`src/rtl/pipe_set_en_if.sv`:
```
// Handshake bundle for pipe_set_en: upstream valid/ready/data, downstream valid/ready/data
// and the occupancy count. The pipeline uses the slave modport.
interface pipe_set_en_if #(
  parameter int WIDTH = 8,
  parameter int DEPTH = 3
);
  localparam int OCC_W = $clog2(DEPTH + 1);

  logic             in_valid;
  logic             in_ready;
  logic [WIDTH-1:0] in_data;
  logic             out_valid;
  logic             out_ready;
  logic [WIDTH-1:0] out_data;
  logic [OCC_W-1:0] occupancy;

  modport master (
    output in_valid, in_data, out_ready,
    input  in_ready, out_valid, out_data, occupancy
  );

  modport slave (
    input  in_valid, in_data, out_ready,
    output in_ready, out_valid, out_data, occupancy
  );
endinterface

```
`src/rtl/pipe_set_en.sv`:
```
// Elastic DEPTH-stage register slice with bubble collapsing, global enable and
// synchronous flush of every stage to SET_VAL.
module pipe_set_en #(
  parameter int               WIDTH   = 8,
  parameter int               DEPTH   = 3,
  parameter logic [WIDTH-1:0] SET_VAL = {WIDTH{1'b1}}
) (
  input  logic         clk,
  input  logic         rst_n,
  input  logic         set_i,
  input  logic         en_i,
  pipe_set_en_if.slave bus
);
  localparam int OCC_W = $clog2(DEPTH + 1);

  logic [DEPTH-1:0] vld_q, vld_d;
  logic [WIDTH-1:0] dat_q [DEPTH];
  logic [WIDTH-1:0] dat_d [DEPTH];
  logic [DEPTH-1:0] rdy;
  logic [DEPTH:0]   src_vld;
  logic [WIDTH-1:0] src_dat [DEPTH+1];
  logic [OCC_W-1:0] occ;
  logic             xfer_ok;

  // rst_n gates the handshake so nothing looks ready while reset is asserted.
  assign xfer_ok = rst_n & en_i & ~set_i;

  // rdy[i] is true when any stage from i to the output is empty or the sink is taking a word.
  always_comb begin
    logic run;
    run = bus.out_ready;
    rdy = '0;
    for (int i = DEPTH - 1; i >= 0; i--) begin
      run    = run | ~vld_q[i];
      rdy[i] = run;
    end
  end

  always_comb begin
    src_vld    = {vld_q, bus.in_valid};
    src_dat[0] = bus.in_data;
    for (int i = 0; i < DEPTH; i++) begin
      src_dat[i+1] = dat_q[i];
    end
  end

  always_comb begin
    vld_d = vld_q;
    dat_d = dat_q;
    if (set_i) begin
      vld_d = '0;
      for (int i = 0; i < DEPTH; i++) begin
        dat_d[i] = SET_VAL;
      end
    end else if (en_i) begin
      for (int i = 0; i < DEPTH; i++) begin
        if (rdy[i]) begin
          vld_d[i] = src_vld[i];
          if (src_vld[i]) begin
            dat_d[i] = src_dat[i];
          end
        end
      end
    end
  end

  always_ff @(posedge clk or negedge rst_n) begin
    if (!rst_n) begin
      vld_q <= '0;
      for (int i = 0; i < DEPTH; i++) begin
        dat_q[i] <= SET_VAL;
      end
    end else begin
      vld_q <= vld_d;
      for (int i = 0; i < DEPTH; i++) begin
        dat_q[i] <= dat_d[i];
      end
    end
  end

  always_comb begin
    occ = '0;
    for (int i = 0; i < DEPTH; i++) begin
      occ = occ + OCC_W'(vld_q[i]);
    end
  end

  assign bus.in_ready  = xfer_ok & rdy[0];
  assign bus.out_valid = xfer_ok & vld_q[DEPTH-1];
  assign bus.out_data  = dat_q[DEPTH-1];
  assign bus.occupancy = occ;

endmodule

```
`src/flat_wrapper.sv`:
```
// flat-port wrapper written by rule: the top's interface ports become plain ports
module pipe_set_en_flat 
#(
  parameter int               WIDTH   = 8,
  parameter int               DEPTH   = 3,
  parameter logic [WIDTH-1:0] SET_VAL = {WIDTH{1'b1}}
)
  (clk, rst_n, set_i, en_i, bus_in_valid, bus_in_data, bus_out_ready, bus_in_ready, bus_out_valid, bus_out_data, bus_occupancy);
  pipe_set_en_if #(.WIDTH(WIDTH), .DEPTH(DEPTH)) bus_i ();
  input  logic clk;
  input  logic rst_n;
  input  logic set_i;
  input  logic en_i;
  input wire logic [$bits(bus_i.in_valid)-1:0] bus_in_valid;
  input wire logic [$bits(bus_i.in_data)-1:0] bus_in_data;
  input wire logic [$bits(bus_i.out_ready)-1:0] bus_out_ready;
  output wire logic [$bits(bus_i.in_ready)-1:0] bus_in_ready;
  output wire logic [$bits(bus_i.out_valid)-1:0] bus_out_valid;
  output wire logic [$bits(bus_i.out_data)-1:0] bus_out_data;
  output wire logic [$bits(bus_i.occupancy)-1:0] bus_occupancy;
  assign bus_i.in_valid = bus_in_valid;
  assign bus_i.in_data = bus_in_data;
  assign bus_i.out_ready = bus_out_ready;
  assign bus_in_ready = bus_i.in_ready;
  assign bus_out_valid = bus_i.out_valid;
  assign bus_out_data = bus_i.out_data;
  assign bus_occupancy = bus_i.occupancy;
  pipe_set_en #(.WIDTH(WIDTH), .DEPTH(DEPTH), .SET_VAL(SET_VAL)) u_core (.clk(clk), .rst_n(rst_n), .set_i(set_i), .en_i(en_i), .bus(bus_i));
endmodule
```
`config.mk`:
```
export PLATFORM = sky130hd
export DESIGN_NAME = pipe_set_en_flat
export DESIGN_NICKNAME = d
export VERILOG_FILES = /design/src/rtl/pipe_set_en_if.sv /design/src/rtl/pipe_set_en.sv /design/src/flat_wrapper.sv
export SDC_FILE = /design/constraint.sdc
export NUM_CORES = 1
export LEC_CHECK = 0
export CORE_ASPECT_RATIO = 1.1
export CORE_MARGIN = 8
export CORE_UTILIZATION = 35
export DETAILED_ROUTE_END_ITERATION = 7
export SLEW_MARGIN = 20
export SYNTH_ARGS = -nofsm -noshare
export SYNTH_HDL_FRONTEND = slang
export SYNTH_SLANG_ARGS = --single-unit
```
`constraint.sdc`:
```
create_clock -name clk -period 1.5 [get_ports clk]
set_input_delay 0.15 -clock clk [delete_from_list [all_inputs] [get_ports clk]]
set_output_delay 0.15 -clock clk [all_outputs]
set_load 0.01 [all_outputs]
```
# Yosys cells after proc, flatten, opt, wreduce, memory -nomap -nowiden
# Cells that the tools add are included.
# totals
reg_bits,27
word_cells,45
# classes
addsub,2
mux,13
bitwise,11
n_reduce_logical,13
# ops
cell,count
two-way mux 24 bit,2
two-way mux 8 bit,6
nonzero test 2 bit,7
AND reduction 3 bit,3
two-way mux 3 bit,2
AND reduction 2 bit,3
AND 1 bit,4
inverter 1 bit,4
two-way mux 1 bit,3
OR 1 bit,3
adder 1 x 1 -> 2 bit,1
adder 2 x 1 -> 2 bit,1

# Logic depth before layout (Yosys ltp)
# Gate-level depths: netlist of the first run.
# logic_depth
ltp_word,7
mapped_depth,5
mapped_depth_nobuf,3

# Least setup slack after synthesis of the first run
# OpenSTA, ideal clock, no wires.
# synth_path
kind,register -> output
startpoint,register u_core.vld_q[0]
endpoint,output port bus_occupancy[0]
t_arrival_ns,1.039
path_slack_ns,0.311
stages_incl_launch_ff,2
n_path_buf,0
path_cell_list,dfrtp_1 fa_1
# synth_between
elab_chain_len,2
# synth_rtl
item,line_no,source
"start, declared",pipe_set_en.sv:16,"logic [DEPTH-1:0] vld_q, vld_d;"
"start signal, assigned",pipe_set_en.sv:74,vld_q <= vld_d;
adder 1 x 1 -> 2 bit,pipe_set_en.sv:84,occ = occ + OCC_W'(vld_q[i]);
adder 2 x 1 -> 2 bit,pipe_set_en.sv:84,
"end, declared",flat_wrapper.sv:20,output wire logic [$bits(bus_i.occupancy)-1:0] bus_occupancy;
# No other way between the ends.

# Worst setup path in the final report of the first run
# layout_path
startpoint,register u_core.vld_q[2]
endpoint,output port bus_occupancy[0]
# layout_between
elab_chain_len,1
# layout_rtl
item,line_no
adder 2 x 1 -> 2 bit,pipe_set_en.sv:84
# No other way between the ends.

==> results of run 1 <==
metal layers:
metal / wire length (µm) / share of wire (%) / GRT usage [%] / vias to the layer above
li1: - / - / - / 451
met5: 0 / 0 / 0 / -
met2: 1300 / 49 / 16.5 / 16
met3: 103 / 3.9 / 2.37 / 5
met1: 1210 / 45 / 10.9 / 430
met4: 46 / 1.7 / 4.71 / 0
synth_stat cells:
cell type	instances	area share [%]
and2_1	1	0.48
nor2_4	1	0.86
o21ai_0	1	0.38
buf_6	1	0.86
buf_2	2	0.76
inv_1	1	0.29
buf_8	1	1.1
a21oi_1	4	1.5
and3_1	2	0.95
a31o_2	1	0.67
fa_1	1	1.5
nor2_1	16	4.6
nand2_1	4	1.1
a21boi_2	1	0.86
buf_4	8	4.6
dfstp_2	24	48
a311o_1	8	6.1
nand3b_1	1	0.57
nor2b_1	2	0.95
o22a_1	8	5.3
clkbuf_1	1	0.29
dfrtp_1	3	5.7
buf_1	1	0.29
a21boi_0	7	4.0
nand3_1	1	0.38
mux2i_1	8	6.1
nand4b_4	1	1.8
worst paths after layout:
check / depth (start not counted) / from / to
worst max-delay path: 2 / u_core.vld_q[2] / bus_occupancy[0]
worst min-delay path: 2 / rst_n / u_core.vld_q[0]
worst max register to register: 5 / u_core.vld_q[2] / u_core.dat_q[21]
worst min register to register: 2 / u_core.bus.out_data[7] / u_core.bus.out_data[7]
max in group asynchronous: 2 / rst_n / u_core.bus.out_data[1]
min in group clk: 2 / bus_in_data[7] / u_core.dat_q[23]
layout make-up:
| type | count | area [µm²] | share of cell area, % |
|---|---|---|---|
| Clock inverter | 1 | 5.00 | 0.296 |
| Clock buffer | 3 | 41.3 | 2.44 |
| Multi-Input combinational cell | 68 | 504 | 29.8 |
| Sequential cell | 27 | 706 | 41.7 |
| Tap cell | 50 | 62.6 | 3.70 |
| Timing Repair Buffer | 41 | 368 | 21.8 |
| Inverter | 1 | 3.75 | 0.222 |
logic make-up after synthesis:
logic type / count (synthesis) / share of synthesized area [%]
mux: 8 / 6.09
flops: 27 / 53.7
simple gates: 29 / 11.7
fa+ha+maj: 1 / 1.52
buf+inv: 15 / 8.18
compound gates: 30 / 18.8
critical path: cells and delay by family, from the launching register on:
| kind | cells | cell delay [ns] |
|---|---|---|
| buffers and inverters | 1 | 0.12 |
| adder cells (fa/ha/maj) | 1 | 0.53 |
| flip-flops | 1 | 0.42 |
power groups by stage:
stage / combinational [W] / clock (W) / sequential [W]
2_1_floorplan: 0.0000747 / 0 / 0.000784
3_3_place_gp: 0.000160 / 0 / 0.000784
3_5_place_dp: 0.000163 / 0 / 0.000785
4_1_cts: 0.000160 / 0.000436 / 0.000774
5_1_grt: 0.000180 / 0.000459 / 0.000777
6_report: 0.000162 / 0.000408 / 0.000774
what timing repair did:
item	in CTS	in global routing
gates cloned	0	0
setup buffers	0	2
gates resized for setup	18	6
pin swaps	0	1
setup endpoints to repair	12	3
flip-flops by register name, indices dropped and copies added, names as in the netlist:
signal / flops
u_core.dat_q: 16
u_core.vld_q: 3
u_core.bus.out_data: 8
stage by stage:
| step | utilization, % | hold slack [ns] | total power [W] |
|---|---|---|---|
| finish | 46.6 | 0.304 | 0.00134 |
| global route | 46.6 | 0.337 | 0.00142 |
| CTS | 46.2 | 0.300 | 0.00137 |
| detailed placement | 45.3 | 0.501 | 0.000948 |
| global placement | 45.3 | 0.501 | 0.000945 |
| floorplan | - | -0.146 | 0.000858 |
==> metrics list, run 1 <==
- Outcome: completed
* Clock-pin slew of the registers on the worst-case setup and hold paths: about 0.09 ns
* Worst voltage drop across the vdd grid: about 0.0004 V
- Yosys printed 0 warnings.
- 0 antenna diodes ended up in the layout.
- Post-detailed-placement cell area: roughly 1600 µm²
* Number of distinct library cell variants in the gate-level netlist after synthesis: 27
* Max stage delay on crit path: ~0.53 ns
- The final critical path takes up between 90% and 100% of the cycle.
* I/O pin count: 26
- In this run the worst hold path is classified as input port to async pin.
* Setup crit end kind: primary output
- CP cell instances: fa_1 > buf_2
* Leakage: roughly 0.67 nW
- Final setup violation count: 0
- Measured slew at the worst slew-check pin: between 0.3 and 0.4 ns
- The mapped netlist covers 1320 µm².
* Layout filler cell count: between 300 and 400
- Wire length of the first global-routing pass: between 4000 and 5000 µm
- Antenna-violating nets left: 0
* Overall fraction of global-route tracks in use: under 10%
* Relative slew slack: around 75%
* Number of vias in the routed layout: about 900
- Leading cell type in the layout, fill and taps excluded: dfstp_2
* Synthesized area per cell: 12.0 µm²
* Later-pin clock latency in the skew report: roughly 0.27 ns
- Dividing the detail-routed wire length by the instance count gives about 14 µm.
- Clk pwr share: roughly 30%
- Number of optimization iterations in the first detailed-route pass: 4
* Largest net degree at the start of global routing: 29
* Sequential element share of the synthesized area: between 50% and 60%
- The number of nets handed over by synthesis was 125.
- The final number of max-transition violations is 0.
* Count of mapped cells out of synthesis: 110
- The tree is rooted in a clkbuf_8.
* Initial antenna violation count: 0
- Setup repair after global routing could not meet its margin everywhere.
- Internal Pwr Total: just over 0.001 W
- The clock passes through at most 2 buffers.
* Number of H-tree levels: 1
- CTS Sinks: 27
- After routing the design area is around 1700 µm².
* Final hold viol count: 0
- Core Rows: 23
- Core Region: around 3600 µm²
- Data on the critical path is required at its endpoint by around 1.4 ns.
* Setup TNS: 0 ns
* Global route overflow: 0
- The critical path is of the flip-flop to primary output type.
* Sw Ratio: a little under a quarter
- Maximum clock frequency: ~670 MHz
- Number of buffers created by CTS: 3
- Measured along the y axis, the die boundary spans 80.3 µm.
* Number of flip-flops and latches in the synthesized netlist: 27
- Timing analysis after detailed placement gives a worst setup slack of -0.222 ns.
- Combinational logic burns 12.1% of the power.
- The net count of the finished layout is between 150 and 200.
- Relative contribution of sequential cells to total power: ~58%
- Leaving out fill and tap cells, the most frequent cells in the layout are 24 x dfstp_2, 16 x nor2_1, 13 x clkdlybuf4s50_1.
- Summed over all layers, the routed wires come to 2670 µm.
* Final standard cell count with taps included and fillers excluded: about 190
* Die extent in x: approximately 74 µm
- Vias in the first global route: between 900 and 1000
- Die Area: 5980 µm²
* Post-CTS Hold Buffers: 0
- In this run the power density over the cells is between 700 and 800 nW/µm².
* Fraction of layout instances using a drive strength above 1: 36.9%
- After detailed routing, the number of vias per cell comes to roughly 4.7.
- The clock period could shrink to 1.50 ns.
* Routability Congestion: 0.728
* Number of max-cap violations: 0
- From synthesis to final layout, the design area changed by 28.5%.
- Clock tree from TritonCTS: done
* Port Buffer Count: 25
- The number of placed instances, taps included, is between 150 and 200.
* Initial standard-cell utilization of the core: a little over a third
- Worst-path fanout max: 2
* DRC violation count after routing: 0
* First-iteration detailed-routing DRC count: 42
* Worst Skew: ~0.0037 ns
- Data on the critical path arrives at its endpoint at 1.35 ns.
- STA classifies the critical path startpoint as a flip-flop.
- Worst setup slack for register-to-register paths: roughly 0.10 ns
- Across all setup checks in the final design, the least slack found is 0.00303 ns.
- Net Sw Power: 0.000307 W
- Cell with the biggest individual delay on the critical path: fa_1
Power figures use the tool's default switching activity.
==> inputs of run 2 (changes only) <==
Settings changed: PLACE_DENSITY set to 0.62, SETUP_SLACK_MARGIN set to 0.4.
==> run 2 against run 1 <==
Final cell count increased by 2.1%; utilization increased by 4.1 points; critical path depth unchanged; die area is the same; clock power about the same; combinational power rose by 8%; setup slack got worse by 0.0030 ns; register-to-register slack hardly changed; highest routed layer unchanged; sequential power about the same; count of clock-buffer cells in the layout did not move; critical path type unchanged.
==> metrics list, run 2 (synthesized netlist as in run 1, its figures left out) <==
- Routability Congestion: 0.763 (was 0.728)
* Leakage: 0.743 nW (was 0.666 nW)
- Port Buffer Count: 25 (unchanged)
- The net switching share of the total power came to 23.2% (was 22.8%).
* Max FFs per register: 16 (unchanged)
- Unrepaired setup endpoints after global routing: yes (unchanged).
- The number of H-tree levels came to 1 (unchanged).
- Leading cell type in the layout, fill and taps excluded: dfstp_2 (unchanged)
* Clock-pin slew of the registers on the worst-case setup and hold paths: 0.09 ns (about the same)
- The reg-to-reg endpoint is u_core.dat_q[20] (was u_core.dat_q[21]).
- Final setup violation count: 0 (unchanged)
* Later-pin clock latency in the skew report: 0.27 ns (about the same)
- CP startpoint kind: flip-flop (unchanged)
* Maximum clock frequency: 667 MHz (was 668 MHz)
- Outcome: completed (unchanged)
- Area of all sequential standard cells: 708 µm² (was 706 µm²)
* I/O pin count: 26 (unchanged)
* DIE HEIGHT: 80.3 µm (unchanged)
- Avg WL per Cell: 14.8 µm (was 14.0 µm)
* Share of the cycle needed by the critical path after routing: 100% (was 99.8%)
- Number of optimization iterations in the first detailed-route pass: 4 (unchanged)
- Power density over the cells: 738 nW/µm² (was 795 nW/µm²)
* Placement-stage worst setup slack: -0.209 ns (was -0.222 ns)
- Number of vias per cell: 4.95 (was 4.72)
- The net switching power figure was 0.000315 W (was 0.000307 W).
* RR Startpoint: u_core.vld_q[1] (was u_core.vld_q[2])
* Core Rows: 23 (unchanged)
- The core utilization of the finished layout came to 50.8% (was 46.6%).
* First-iteration detailed-routing DRC count: 50 (was 42)
* Die extent in x: 74.4 µm (unchanged)
- The final global-route overflow total came to 0 (unchanged).
- The total track usage is 10.4% (was 9.69%).
* Type of the setup path with the least slack: flip-flop to primary output (unchanged)
- Share of total power in combinational logic: 12.9% (was 12.1%)
* Relative contribution of sequential cells to total power: 57.1% (was 57.6%)
* Clk pwr share: 30.0% (was 30.3%)
- The number of nets in the finished design was 161 (was 157).
- The count of fill cells added during filler insertion is 344 (was 369).
* Worst path setup slack after routing: 0.0000333 ns (was 0.00303 ns)
- Final standard cell count with taps included and fillers excluded: 195 (was 191)
- Endpoint arrival time on the critical path: 1.35 ns (about the same)
- The sort of element at the end of the critical path is a primary output (unchanged).
- Critical Path Sink: bus_occupancy[0] (unchanged)
- Initial standard-cell utilization of the core: 36.3% (unchanged)
* Internal Pwr Total: 0.00104 W (about the same)
* Class of the worst hold path: input port to async pin (unchanged)
* Final routed wirelength across all metal layers: 2880 µm (was 2670 µm)
* Final max-slew violation count: 0 (unchanged)
* Clock tree from TritonCTS: done (unchanged)
- Vias in the first global route: 1058 (was 974)
- The critical path data required time was 1.35 ns (about the same).
- HPWL after DPL: around 2000 µm
* Antenna-violating nets left: 0 (unchanged)
* Clock buffer depth: 2 (unchanged)
- The final antenna diode count was 0 (unchanged).
- Worst Skew: 0.00269 ns (was 0.00370 ns)
* Fraction of layout instances using a drive strength above 1: 51.7% (was 36.9%)
- Commonest cells after routing, fill and taps aside: 24 x dfstp_2, 16 x nor2_1, 14 x buf_6 (was 24 x dfstp_2, 16 x nor2_1, 13 x clkdlybuf4s50_1)
- Root cell of the clock tree: clkbuf_8 (unchanged)
* Placed cell count: 183 (was 185)
- The number of max-cap violations was 0 (unchanged).
- The total count of hold-check failures in the final report was 0 (unchanged).
- The register ranked first by flip-flop count is u_core.dat_q (unchanged).
- Initial antenna violation count: 0 (unchanged)
* Number of buffers created by CTS: 3 (unchanged)
* Worst setup startpoint: u_core.vld_q[1] (was u_core.vld_q[2])
- The wire length of the first global-routing pass was 4950 µm (was 4570 µm).
- Relative slew slack: 77.8% (was 74.8%)
- The critical-path maximum fanout was 2 (unchanged).
- The die footprint is 5980 µm² (unchanged).
- The clock sink total came to 27 (unchanged).
* Worst setup slack for register-to-register paths: 0.09 ns (was 0.10 ns)
* Post-CTS Hold Buffers: 0 (unchanged)
- The actual transition at the worst max-transition pin is 0.332 ns (was 0.378 ns).
- DRC violation count after routing: 0 (unchanged)
- The multi-input combinational cell area is 561 µm² (was 504 µm²).
- The worst IR drop on VDD is 0.000705 V (was 0.000403 V).
- The relative area change from synthesis to final layout is 40.0% (was 28.5%).
- The area of the core was 3630 µm² (unchanged).
- Min Clock Period, post-route: 1.50 ns (about the same)
* Cells on worst reg2reg path: 6 (was 5)
- The largest net degree at the start of global routing is 29 (unchanged).
* Number of vias in the routed layout: 966 (was 902)
[run 2: cell count changes in the layout (fill, tap and decap cells not counted), sizes merged]
cell           delta
dlygate4sd2       -8
clkbuf            -1
buf              +14
clkdlybuf4s50     -2
dlymetal6s2s      +1
[run 2: routing by layer]
layer	up-vias	share of wire (%)	GRT usage (%)
li1	460	-	-
met1	475	44	12.5
met2	27	50	17.4
met3	4	4.6	2.99
met4	0	1.0	2.94
met5	-	0	0
[run 2: area by class of cell]
cell class | instances | share of cell area (%)
Multi-Input combinational cell | 68 | 30.5
Clock buffer | 3 | 2.24
Inverter | 1 | 0.204
Clock inverter | 1 | 0.272
Tap cell | 50 | 3.40
Sequential cell | 27 | 38.5
Timing Repair Buffer | 45 | 24.9
[run 2: through the flow]
step | TNS (ns) | hold WS (ns) | cell area, µm² | total power (W)
floorplan | 0 | -0.146 | 1330 | 0.000859
global placement | -1.32 | 0.503 | 1620 | 0.000942
detailed placement | -2.65 | 0.502 | 1620 | 0.000947
CTS | -0.0154 | 0.389 | 1740 | 0.00137
global route | -0.0684 | 0.403 | 1840 | 0.00144
finish | 0 | 0.386 | 1840 | 0.00136
[run 2: critical path: stages (launching register included)]
cell and delay, ns:
dfrtp_2 0.43, fa_1 0.53, buf_2 0.12
[run 2: worst min path at each step]
stage / slack [ns] / end / cells past startpoint / start
floorplan: -0.15 / u_core.vld_q[0] / 0 / rst_n
global placement: 0.50 / u_core.dat_q[8] / 1 / u_core.dat_q[8]
detailed placement: 0.50 / u_core.bus.out_data[6] / 2 / u_core.bus.out_data[6]
CTS: 0.39 / u_core.vld_q[2] / 2 / rst_n
global route: 0.40 / u_core.vld_q[0] / 2 / rst_n
finish: 0.39 / u_core.vld_q[0] / 2 / rst_n
[run 2: power by group through the flow]
stage          combinational (W)  clock [W]  sequential (W)
2_1_floorplan          0.0000751          0        0.000784
3_3_place_gp            0.000157          0        0.000785
3_5_place_dp            0.000161          0        0.000786
4_1_cts                 0.000170   0.000424        0.000775
5_1_grt                 0.000192   0.000468        0.000778
6_report                0.000175   0.000408        0.000775
[run 2: repair_timing]
action | in CTS | in global routing
endpoints found under the setup margin | 37 | 38
pin swaps | 3 | 5
endpoints found under the hold margin | 0 | 0
cloned | 1 | 0
gates resized for setup | 65 | 16
buffers inserted | 3 | 4
